==> src/rtl/cpu_pkg.sv <==
// Shared CPU definitions: datapath widths, reset vector, NOP encoding and
// the {pc, instr} record carried by the fetch queue.
package cpu_pkg;

   localparam int INSTR_W = 32;
   localparam int ADDR_W  = 32;

   localparam logic [ADDR_W-1:0]  DEFAULT_RESET_PC = 32'h0000_0000;
   localparam logic [INSTR_W-1:0] NOP_INSTR        = 32'h0000_0000;

   typedef struct packed {
      logic [ADDR_W-1:0]  pc;
      logic [INSTR_W-1:0] instr;
   } fetch_entry_t;

   function automatic logic [ADDR_W-1:0] next_word_addr(input logic [ADDR_W-1:0] addr);
      return addr + ADDR_W'(4);
   endfunction

endpackage

==> src/rtl/fetch_fifo.sv <==
// Synchronous prefetch queue of {pc, instr} entries; flush beats push/pop.
// Control state is reset; the storage array is not.
module fetch_fifo
   import cpu_pkg::*;
#(
   parameter int DEPTH = 4,
   localparam int PTR_W = $clog2(DEPTH),
   localparam int CNT_W = PTR_W + 1
) (
   input  logic               clk,
   input  logic               reset,
   input  logic               push,
   input  fetch_entry_t       push_data,
   input  logic               pop,
   input  logic               flush,
   output fetch_entry_t       head,
   output logic               full,
   output logic               empty,
   output logic [CNT_W-1:0]   count
);

   fetch_entry_t     mem [DEPTH];
   logic [PTR_W-1:0] wr_ptr;
   logic [PTR_W-1:0] rd_ptr;
   logic             do_push;
   logic             do_pop;

   assign full    = (count == CNT_W'(DEPTH));
   assign empty   = (count == '0);
   assign do_pop  = pop && !empty;
   assign do_push = push && (!full || do_pop);
   assign head    = mem[rd_ptr];

   always_ff @(posedge clk or negedge reset) begin
      if (!reset) begin
         wr_ptr <= '0;
         rd_ptr <= '0;
         count  <= '0;
      end else if (flush) begin
         wr_ptr <= '0;
         rd_ptr <= '0;
         count  <= '0;
      end else begin
         if (do_push) wr_ptr <= wr_ptr + PTR_W'(1);
         if (do_pop)  rd_ptr <= rd_ptr + PTR_W'(1);
         case ({do_push, do_pop})
            2'b10:   count <= count + CNT_W'(1);
            2'b01:   count <= count - CNT_W'(1);
            default: count <= count;
         endcase
      end
   end

   always_ff @(posedge clk) begin
      if (do_push && !flush) mem[wr_ptr] <= push_data;
   end

endmodule

==> src/rtl/fetch_prefetch_unit.sv <==
// Instruction-fetch front end: credit-limited request engine, in-order
// response tracking with redirect drop counting, and a prefetch queue to IF/ID.
module fetch_prefetch_unit
   import cpu_pkg::*;
#(
   parameter int                DEPTH    = 4,
   parameter logic [ADDR_W-1:0] RESET_PC = DEFAULT_RESET_PC
) (
   input  logic               clk,
   input  logic               reset,
   output logic               imem_req_valid,
   input  logic               imem_req_ready,
   output logic [ADDR_W-1:0]  imem_req_addr,
   input  logic               imem_rsp_valid,
   input  logic [INSTR_W-1:0] imem_rsp_data,
   input  logic               redirect_valid,
   input  logic [ADDR_W-1:0]  redirect_pc,
   input  logic               stall,
   output logic               instr_valid,
   output logic [INSTR_W-1:0] instr_out,
   output logic [ADDR_W-1:0]  pc_out
);

   localparam int CNT_W = $clog2(DEPTH) + 1;

   logic [ADDR_W-1:0] fetch_pc;
   logic [ADDR_W-1:0] fetch_pc_next;
   logic [ADDR_W-1:0] rsp_pc;
   logic [ADDR_W-1:0] rsp_pc_next;
   logic [CNT_W-1:0]  count;
   logic [CNT_W-1:0]  inflight;
   logic [CNT_W-1:0]  inflight_next;
   logic [CNT_W-1:0]  drop_cnt;
   logic [CNT_W-1:0]  drop_cnt_next;
   logic [CNT_W:0]    credit_used;

   logic              req_fire;
   logic              rsp_drop;
   logic              fifo_push;
   logic              fifo_pop;
   logic              fifo_full;
   logic              fifo_empty;
   fetch_entry_t      fifo_head;
   fetch_entry_t      fifo_push_data;

   // Queued entries plus outstanding requests never exceed the queue size,
   // so a response always has a slot and needs no backpressure.
   assign credit_used    = {1'b0, count} + {1'b0, inflight};
   assign imem_req_valid = reset && !redirect_valid && (credit_used < (CNT_W+1)'(DEPTH));
   assign imem_req_addr  = fetch_pc;
   assign req_fire       = imem_req_valid && imem_req_ready;

   assign rsp_drop       = imem_rsp_valid && (redirect_valid || (drop_cnt != '0));
   assign fifo_push      = imem_rsp_valid && !rsp_drop;
   assign fifo_pop       = !fifo_empty && !stall && !redirect_valid;
   assign fifo_push_data = '{pc: rsp_pc, instr: imem_rsp_data};

   assign instr_valid    = !fifo_empty;
   assign instr_out      = fifo_empty ? NOP_INSTR : fifo_head.instr;
   assign pc_out         = fifo_empty ? '0 : fifo_head.pc;

   always_comb begin
      inflight_next = inflight;
      if (req_fire && !imem_rsp_valid) begin
         inflight_next = inflight + CNT_W'(1);
      end else if (!req_fire && imem_rsp_valid) begin
         inflight_next = inflight - CNT_W'(1);
      end
   end

   // On redirect everything still outstanding becomes stale; a response in
   // the redirect cycle itself is already excluded from inflight_next.
   always_comb begin
      drop_cnt_next = drop_cnt;
      fetch_pc_next = fetch_pc;
      rsp_pc_next   = rsp_pc;
      if (redirect_valid) begin
         drop_cnt_next = inflight_next;
         fetch_pc_next = redirect_pc;
         rsp_pc_next   = redirect_pc;
      end else begin
         if (imem_rsp_valid && (drop_cnt != '0)) drop_cnt_next = drop_cnt - CNT_W'(1);
         if (req_fire)  fetch_pc_next = next_word_addr(fetch_pc);
         if (fifo_push) rsp_pc_next   = next_word_addr(rsp_pc);
      end
   end

   always_ff @(posedge clk or negedge reset) begin
      if (!reset) begin
         fetch_pc <= RESET_PC;
         rsp_pc   <= RESET_PC;
         inflight <= '0;
         drop_cnt <= '0;
      end else begin
         fetch_pc <= fetch_pc_next;
         rsp_pc   <= rsp_pc_next;
         inflight <= inflight_next;
         drop_cnt <= drop_cnt_next;
      end
   end

   fetch_fifo #(
      .DEPTH (DEPTH)
   ) u_fetch_fifo (
      .clk       (clk),
      .reset     (reset),
      .push      (fifo_push),
      .push_data (fifo_push_data),
      .pop       (fifo_pop),
      .flush     (redirect_valid),
      .head      (fifo_head),
      .full      (fifo_full),
      .empty     (fifo_empty),
      .count     (count)
   );

`ifndef SYNTHESIS
   a_rsp_needs_inflight: assert property (@(posedge clk) disable iff (!reset)
      imem_rsp_valid |-> (inflight != '0))
      else $error("response arrived with no request outstanding");

   a_redirect_aligned: assert property (@(posedge clk) disable iff (!reset)
      redirect_valid |-> (redirect_pc[1:0] == 2'b00))
      else $error("redirect target not word aligned");

   a_no_overflow: assert property (@(posedge clk) disable iff (!reset)
      fifo_push |-> (!fifo_full || fifo_pop))
      else $error("prefetch queue overflow");
`endif

endmodule

==> config.mk <==
export PLATFORM = sky130hd
export DESIGN_NAME = fetch_prefetch_unit
export DESIGN_NICKNAME = d
export VERILOG_FILES = /design/src/rtl/cpu_pkg.sv /design/src/rtl/fetch_fifo.sv /design/src/rtl/fetch_prefetch_unit.sv
export SDC_FILE = /design/constraint.sdc
export NUM_CORES = 1
export LEC_CHECK = 0
export BUFFER_PORTS_ARGS = -buffer_cell sky130_fd_sc_hd__buf_4
export CORE_UTILIZATION = 49
export DETAILED_ROUTE_END_ITERATION = 16
export GPL_ROUTABILITY_DRIVEN = 0
export PLACE_DENSITY = 0.72
export SLEW_MARGIN = 10
export SYNTH_ARGS = -nofsm -noshare
export SYNTH_HDL_FRONTEND = slang
export SYNTH_SLANG_ARGS = --single-unit
==> constraint.sdc <==
create_clock -name clk -period 2.99 [get_ports clk]
set_input_delay 0.299 -clock clk [delete_from_list [all_inputs] [get_ports clk]]
set_output_delay 0.299 -clock clk [all_outputs]
set_load 0.02 [all_outputs]
Yosys cells after proc, flatten, opt, wreduce, memory -nomap -nowiden
Memory sizes are Yosys's and may differ from the RTL's. Cells that the tools add are included.

$add $sub $neg: 10. Multiply operators: 0. Divide/modulo/power cells: 0. $lt $le $gt $ge: 1. Eq/ne operators: 3. Shifts and indexed selects: 0. Mux-type cells: 18. Bitwise gates (word level): 0. Reductions and logical operators: 30.

Operators with widths (number): 32-bit 2-to-1 mux (6); 32-bit by 3-bit adder with 32-bit output, second input constant (2); 3-bit 2-to-1 mux (5); 1-bit logical AND (13); 2-bit nonzero test (5); 3-bit by 1-bit subtractor with 3-bit output, second input constant (3); 2-bit 2-to-1 mux (4); 1-bit zero test (7); 3-bit by 1-bit adder with 3-bit output, second input constant (2); 3-bit case mux with 2 select lines (1); 3-bit nonzero test (2); 2-bit by 1-bit adder with 2-bit output, second input constant (2); 3-bit by 3-bit adder with 4-bit output (1); 4-bit by 3-bit less-than comparator with 1-bit output, second input constant (1); 3-bit equality test, second input constant (1); 3-bit zero test (1); 2-bit by 1-bit equality test with 1-bit output, second input constant (1); 2-bit equality test, second input constant (1); 1-bit logical OR (2); 1-bit 2-to-1 mux (2).

Bits in registers: 77. Bits in latches: 0. Memory bits (writable): 256. ROM bits: 0. Bits of input ports: 70. Output and inout port bits: 98. Word-level logic and storage cells: 70. Memories: 1.

Memory list: u_fetch_fifo.mem (depth 4, width 64, read ports 1, clocked after Yosys merged registers in 0, write ports 1, RTL line fetch_fifo.sv:22) `fetch_entry_t mem [DEPTH];`.

Logic depth before layout (Yosys ltp)
Word-level depth: 10. Gate-level depth with buffers: 10. Gate-level depth less buffers: 9.

Modules after synthesis
From an unflattened synthesis, not the netlist that was laid out.

Cell total of the unflattened synthesis: 904. Area total of the unflattened synthesis: 14143.6 µm².

By module, submodules not included: fetch_fifo (instances 1, cells an instance 398, area an instance 9821.9 µm², sequential area each 7862.5 µm²); fetch_prefetch_unit (instances 1, cells an instance 506, area an instance 4321.6 µm², sequential area each 1751.7 µm²).

Least setup slack after synthesis
OpenSTA, ideal clock, no wires.

Path kind: register to register. From: register drop_cnt[0]. To: memory u_fetch_fifo.mem[1][0] (netlist name), enable pin. Setup time: 0.429 ns. Arrival time: 2.859 ns. Data required time: 2.561 ns. Slack: -0.298 ns. Stages on the path, launching flop included: 6. Buffers on the path: 0. Period minus slack after synthesis: 3.288 ns. Cells stage by stage: dfrtp_1 > inv_1 > ha_1 > nand3b_2 > a311oi_2 > and2_1.

Word-level cells in the longest chain between the ends: 9.

Ends and longest elaborated chain: start, declared (RTL line fetch_prefetch_unit.sv:33) `logic [CNT_W-1:0] drop_cnt;`; start signal, assigned (RTL line fetch_prefetch_unit.sv:98) `drop_cnt <= drop_cnt_next;`; 3-bit nonzero test (RTL line fetch_prefetch_unit.sv:53) `assign rsp_drop = imem_rsp_valid && (redirect_valid || (drop_cnt != '0));`; 1-bit logical OR (RTL line fetch_prefetch_unit.sv:53); 1-bit logical AND (RTL line fetch_prefetch_unit.sv:53); 1-bit zero test (RTL line fetch_prefetch_unit.sv:54) `assign fifo_push = imem_rsp_valid && !rsp_drop;`; 1-bit logical AND (RTL line fetch_prefetch_unit.sv:54); 1-bit logical AND (RTL line fetch_fifo.sv:31) `assign do_push = push && (!full || do_pop);`; 1-bit logical AND (RTL line fetch_fifo.sv:55) `if (do_push && !flush) mem[wr_ptr] <= push_data;`; 1-bit 2-to-1 mux (RTL line fetch_fifo.sv:55); 1-bit 2-to-1 mux (not written as such) (RTL line fetch_fifo.sv:55); end, declared (RTL line fetch_fifo.sv:22).

Every way passes these cells.

Worst setup path after layout
From: register u_fetch_fifo.rd_ptr[0]. To: output port pc_out[9].

Word-level cells in the longest chain between the ends: 2.

Ends and longest elaborated chain: start, declared (RTL line fetch_fifo.sv:24) `logic [PTR_W-1:0] rd_ptr;`; start signal, assigned (RTL line fetch_fifo.sv:45) `if (do_pop) rd_ptr <= rd_ptr + PTR_W'(1);`; memory read 4 x 64 bit; 32-bit 2-to-1 mux (RTL line fetch_prefetch_unit.sv:60) `assign pc_out = fifo_empty ? '0 : fifo_head.pc;`; end, declared (RTL line fetch_prefetch_unit.sv:21) `output logic [ADDR_W-1:0] pc_out`.

Every way passes these cells.

==> metrics.csv <==
stage;metric;value;unit
outcome;status;finished, final reports clean;
die;I/O pins;168;
routing;1st-iter DRT viols;657;
critical_path;CP startpoint;u_fetch_fifo.rd_ptr[0];
cts;Max clock buf depth;3;
sta;clock skew;0.0149;ns
yosys;asr flop ratio synth;23.1;%
routing;final WL;29.7;mm
die;# rows;61;
cts;# hold bufs at CTS;33;
cts;clk_lat worst skew;0.51;ns
sta;relative max-transition margin;49.8;%
critical_path;Critical Path End Type;output pin;
critical_path;Critical Path Sink;pc_out[9];
sta;Setup-failing EPs final;0;
critical_path;critical path class;reg -> out;
placed_design;placed inst area;0.0159;mm²
pwr;PD cells;778;mW/mm²
yosys;number of distinct library cells after synthesis;54;
critical_path;cell count of the worst reg-to-reg path;7;
finish;design area;0.0173;mm²
yosys;Post-synth EDFFs;256;
finish;layout cells sized above 1;30.2;%
sta;final hold vios;0;
finish;Area growth syn-to-layout;23.4;%
critical_path;Worst Path Required;2.69;ns
grt;M1 GR Usage;30.4;%
pwr;Tot Pwr;13500;µW
grt;Most Used Layer, Global Route;met2;
critical_path;critical path launch point type;register;
yosys;flops & latches, synth;333;
cts;depth of the CTS H-tree;2;
finish;Final Util;62.0;%
cts;Worst-path clk slew;0.06;ns
cts;setup bufs post-CTS;0;
routing;DRC errors left;0;
grt;vias in the first global route;8287;
yosys;Synth Cell Area;0.0140;mm²
sta;Final Slew Violations;0;
die;die area;0.0293;mm²
die;Die H;171;µm
yosys;Post-Syn Nets;955;
sta;RSZ-0062 raised after global routing;no;
critical_path;worst reg-to-reg setup slack;0.55;ns
routing;vias per inst;5.47;
placed_design;DPL Wire Length;19.0;mm
die;Core Area;0.0279;mm²
sta;fmax;366;MHz
pwr;Leak Pwr;0.00626;µW
die;Initial Util;50.2;%
routing;post-DR wirelength/cell;19.9;µm
flow_run;MaxCap Viol Count;0;
critical_path;R2R Path Start;u_fetch_fifo.count[2];
grt;met2 Use GR;32.8;%
sta;hold_ws;0.0152;ns
cts;Resized cells post-CTS;0;
cts;Root Buffer;clkbuf_16;
yosys;main flop type after synthesis;edfxtp_1;
placed_design;Buffers on Ports;167;
pwr;worst ir drop on vdd;456;µV
routing;router iterations before antenna repair;5;
sta;final period utilization;91.5;%
sta;Least-Margin Pin Slew;0.752;ns
critical_path;WP data arrival;2.44;ns
grt;initial antenna violation count;0;
grt;gr ovfl total;0;
yosys;top cells by area, synth;edfxtp_1 55%, dfrtp_1 14%, mux4_2 10%;
critical_path;CP max FO;21;
routing;DRT antenna net count;0;
grt;grt met3 use;3.56;%
finish;commonest non-fill, non-tap cell in the layout;edfxtp_1;
cts;CTS Buf Count;35;
cts;TritonCTS clock tree;yes;
grt;largest net degree at the start of global routing;66;
sta;setup TNS;0;ns
finish;# nets final;1173;
yosys;Synth top area share;54.8;%
finish;Antenna Cells;0;
cts;Sink Count;333;
yosys;Synth area leader;edfxtp_1;
grt;first-pass GRT wire length;46.0;mm
critical_path;reg2reg end;imem_req_addr[17];
sta;post-route minimum period;2.74;ns
yosys;Syn Area/Cell;16.1;µm²
die;Die X;171;µm
yosys;Post-Synthesis Cells;872;
grt;Overall Global Routing Usage;20.8;%
finish;most frequent cells in the layout;256 x edfxtp_1, 187 x buf_4, 75 x dfrtp_1;
routing;vias;8174;
min_path;class of the worst hold path;in -> reg;
yosys;total number of yosys warnings;0;
yosys;Seq/Total Area, Yosys;68.6;%
## worst min path at each step
stage,from,to,slack (ns),depth (start not counted)
6_report,redirect_pc[1],imem_req_addr[1],0.02,3
2_1_floorplan,reset,drop_cnt[0],0.003,0
4_1_cts,redirect_pc[1],imem_req_addr[1],0.003,3
3_5_place_dp,reset,rsp_pc[29],0.35,2
3_3_place_gp,reset,rsp_pc[27],0.36,2
5_1_grt,redirect_pc[1],imem_req_addr[1],0.02,3
## power breakdown
group	internal [µW]	switching, µW	total, µW
clock	2480	1710	4200
sequential	5280	341	5620
combinational	1710	1950	3660
## cell usage after synthesis, types with 6 or more instances
| cell | instances |
|---|---|
| a31oi_1 | 6 |
| mux2_2 | 12 |
| o311ai_0 | 10 |
| dfrtp_1 | 77 |
| xnor2_1 | 23 |
| a21oi_1 | 6 |
| and2_1 | 71 |
| clkbuf_1 | 27 |
| o211ai_1 | 7 |
| nand2_1 | 57 |
| inv_1 | 16 |
| nor2_1 | 23 |
| buf_1 | 7 |
| xor2_1 | 23 |
| ha_1 | 12 |
| edfxtp_1 | 256 |
| nor3_1 | 15 |
| nand3_1 | 24 |
| mux4_2 | 64 |
| and3_1 | 10 |
| and4_1 | 11 |
| nand4_1 | 22 |
| o21ai_0 | 35 |
| buf_2 | 10 |
## sequential cells by signal, summed over array words and instances (netlist names)
register and flops:
u_fetch_fifo.wr_ptr 2, drop_cnt 3, inflight 3, imem_req_addr 32, u_fetch_fifo.count 3, u_fetch_fifo.mem 256, rsp_pc 32, u_fetch_fifo.rd_ptr 2
## worst max-delay path: stages (launching register included)
cell and delay [ns]:
dfrtp_4 0.70, buf_4 0.34, mux4_2 0.52, and2_1 0.21, buf_4 0.17
## final cells by class
type / count / area (µm²)
Clock buffer: 44 / 931
Clock inverter: 20 / 190
Fill cell: 2065 / 10600
Inverter: 16 / 60.1
Multi-Input combinational cell: 477 / 4160
Sequential cell: 333 / 9620
Tap cell: 378 / 473
Timing Repair Buffer: 227 / 1870
## routing by layer
metal  part of all wire [%]  routed length (µm)
met1                     46               13700
met2                     47               13900
met3                    5.8                1720
met4                   0.96                 284
met5                      0                   0
## stage by stage
step | cells | setup WS (ns)
CTS | 1495 | 0.171
global placement | 1398 | 0.599
detailed placement | 1398 | 0.543
finish | 1495 | 0.254
global route | 1495 | 0.112
floorplan | 872 | 0.380
## logic make-up after synthesis
family	share of synthesized area, %
flip-flops	68.6
adder cells (fa/ha/maj)	1.21
multiplexers	11.5
buffers and inverters	1.78
AND/OR/NAND/NOR	10.0
AO/OA/AOI/OAI	4.06
XOR/XNOR	2.87
No activity file was read; power rests on OpenSTA's default activity.
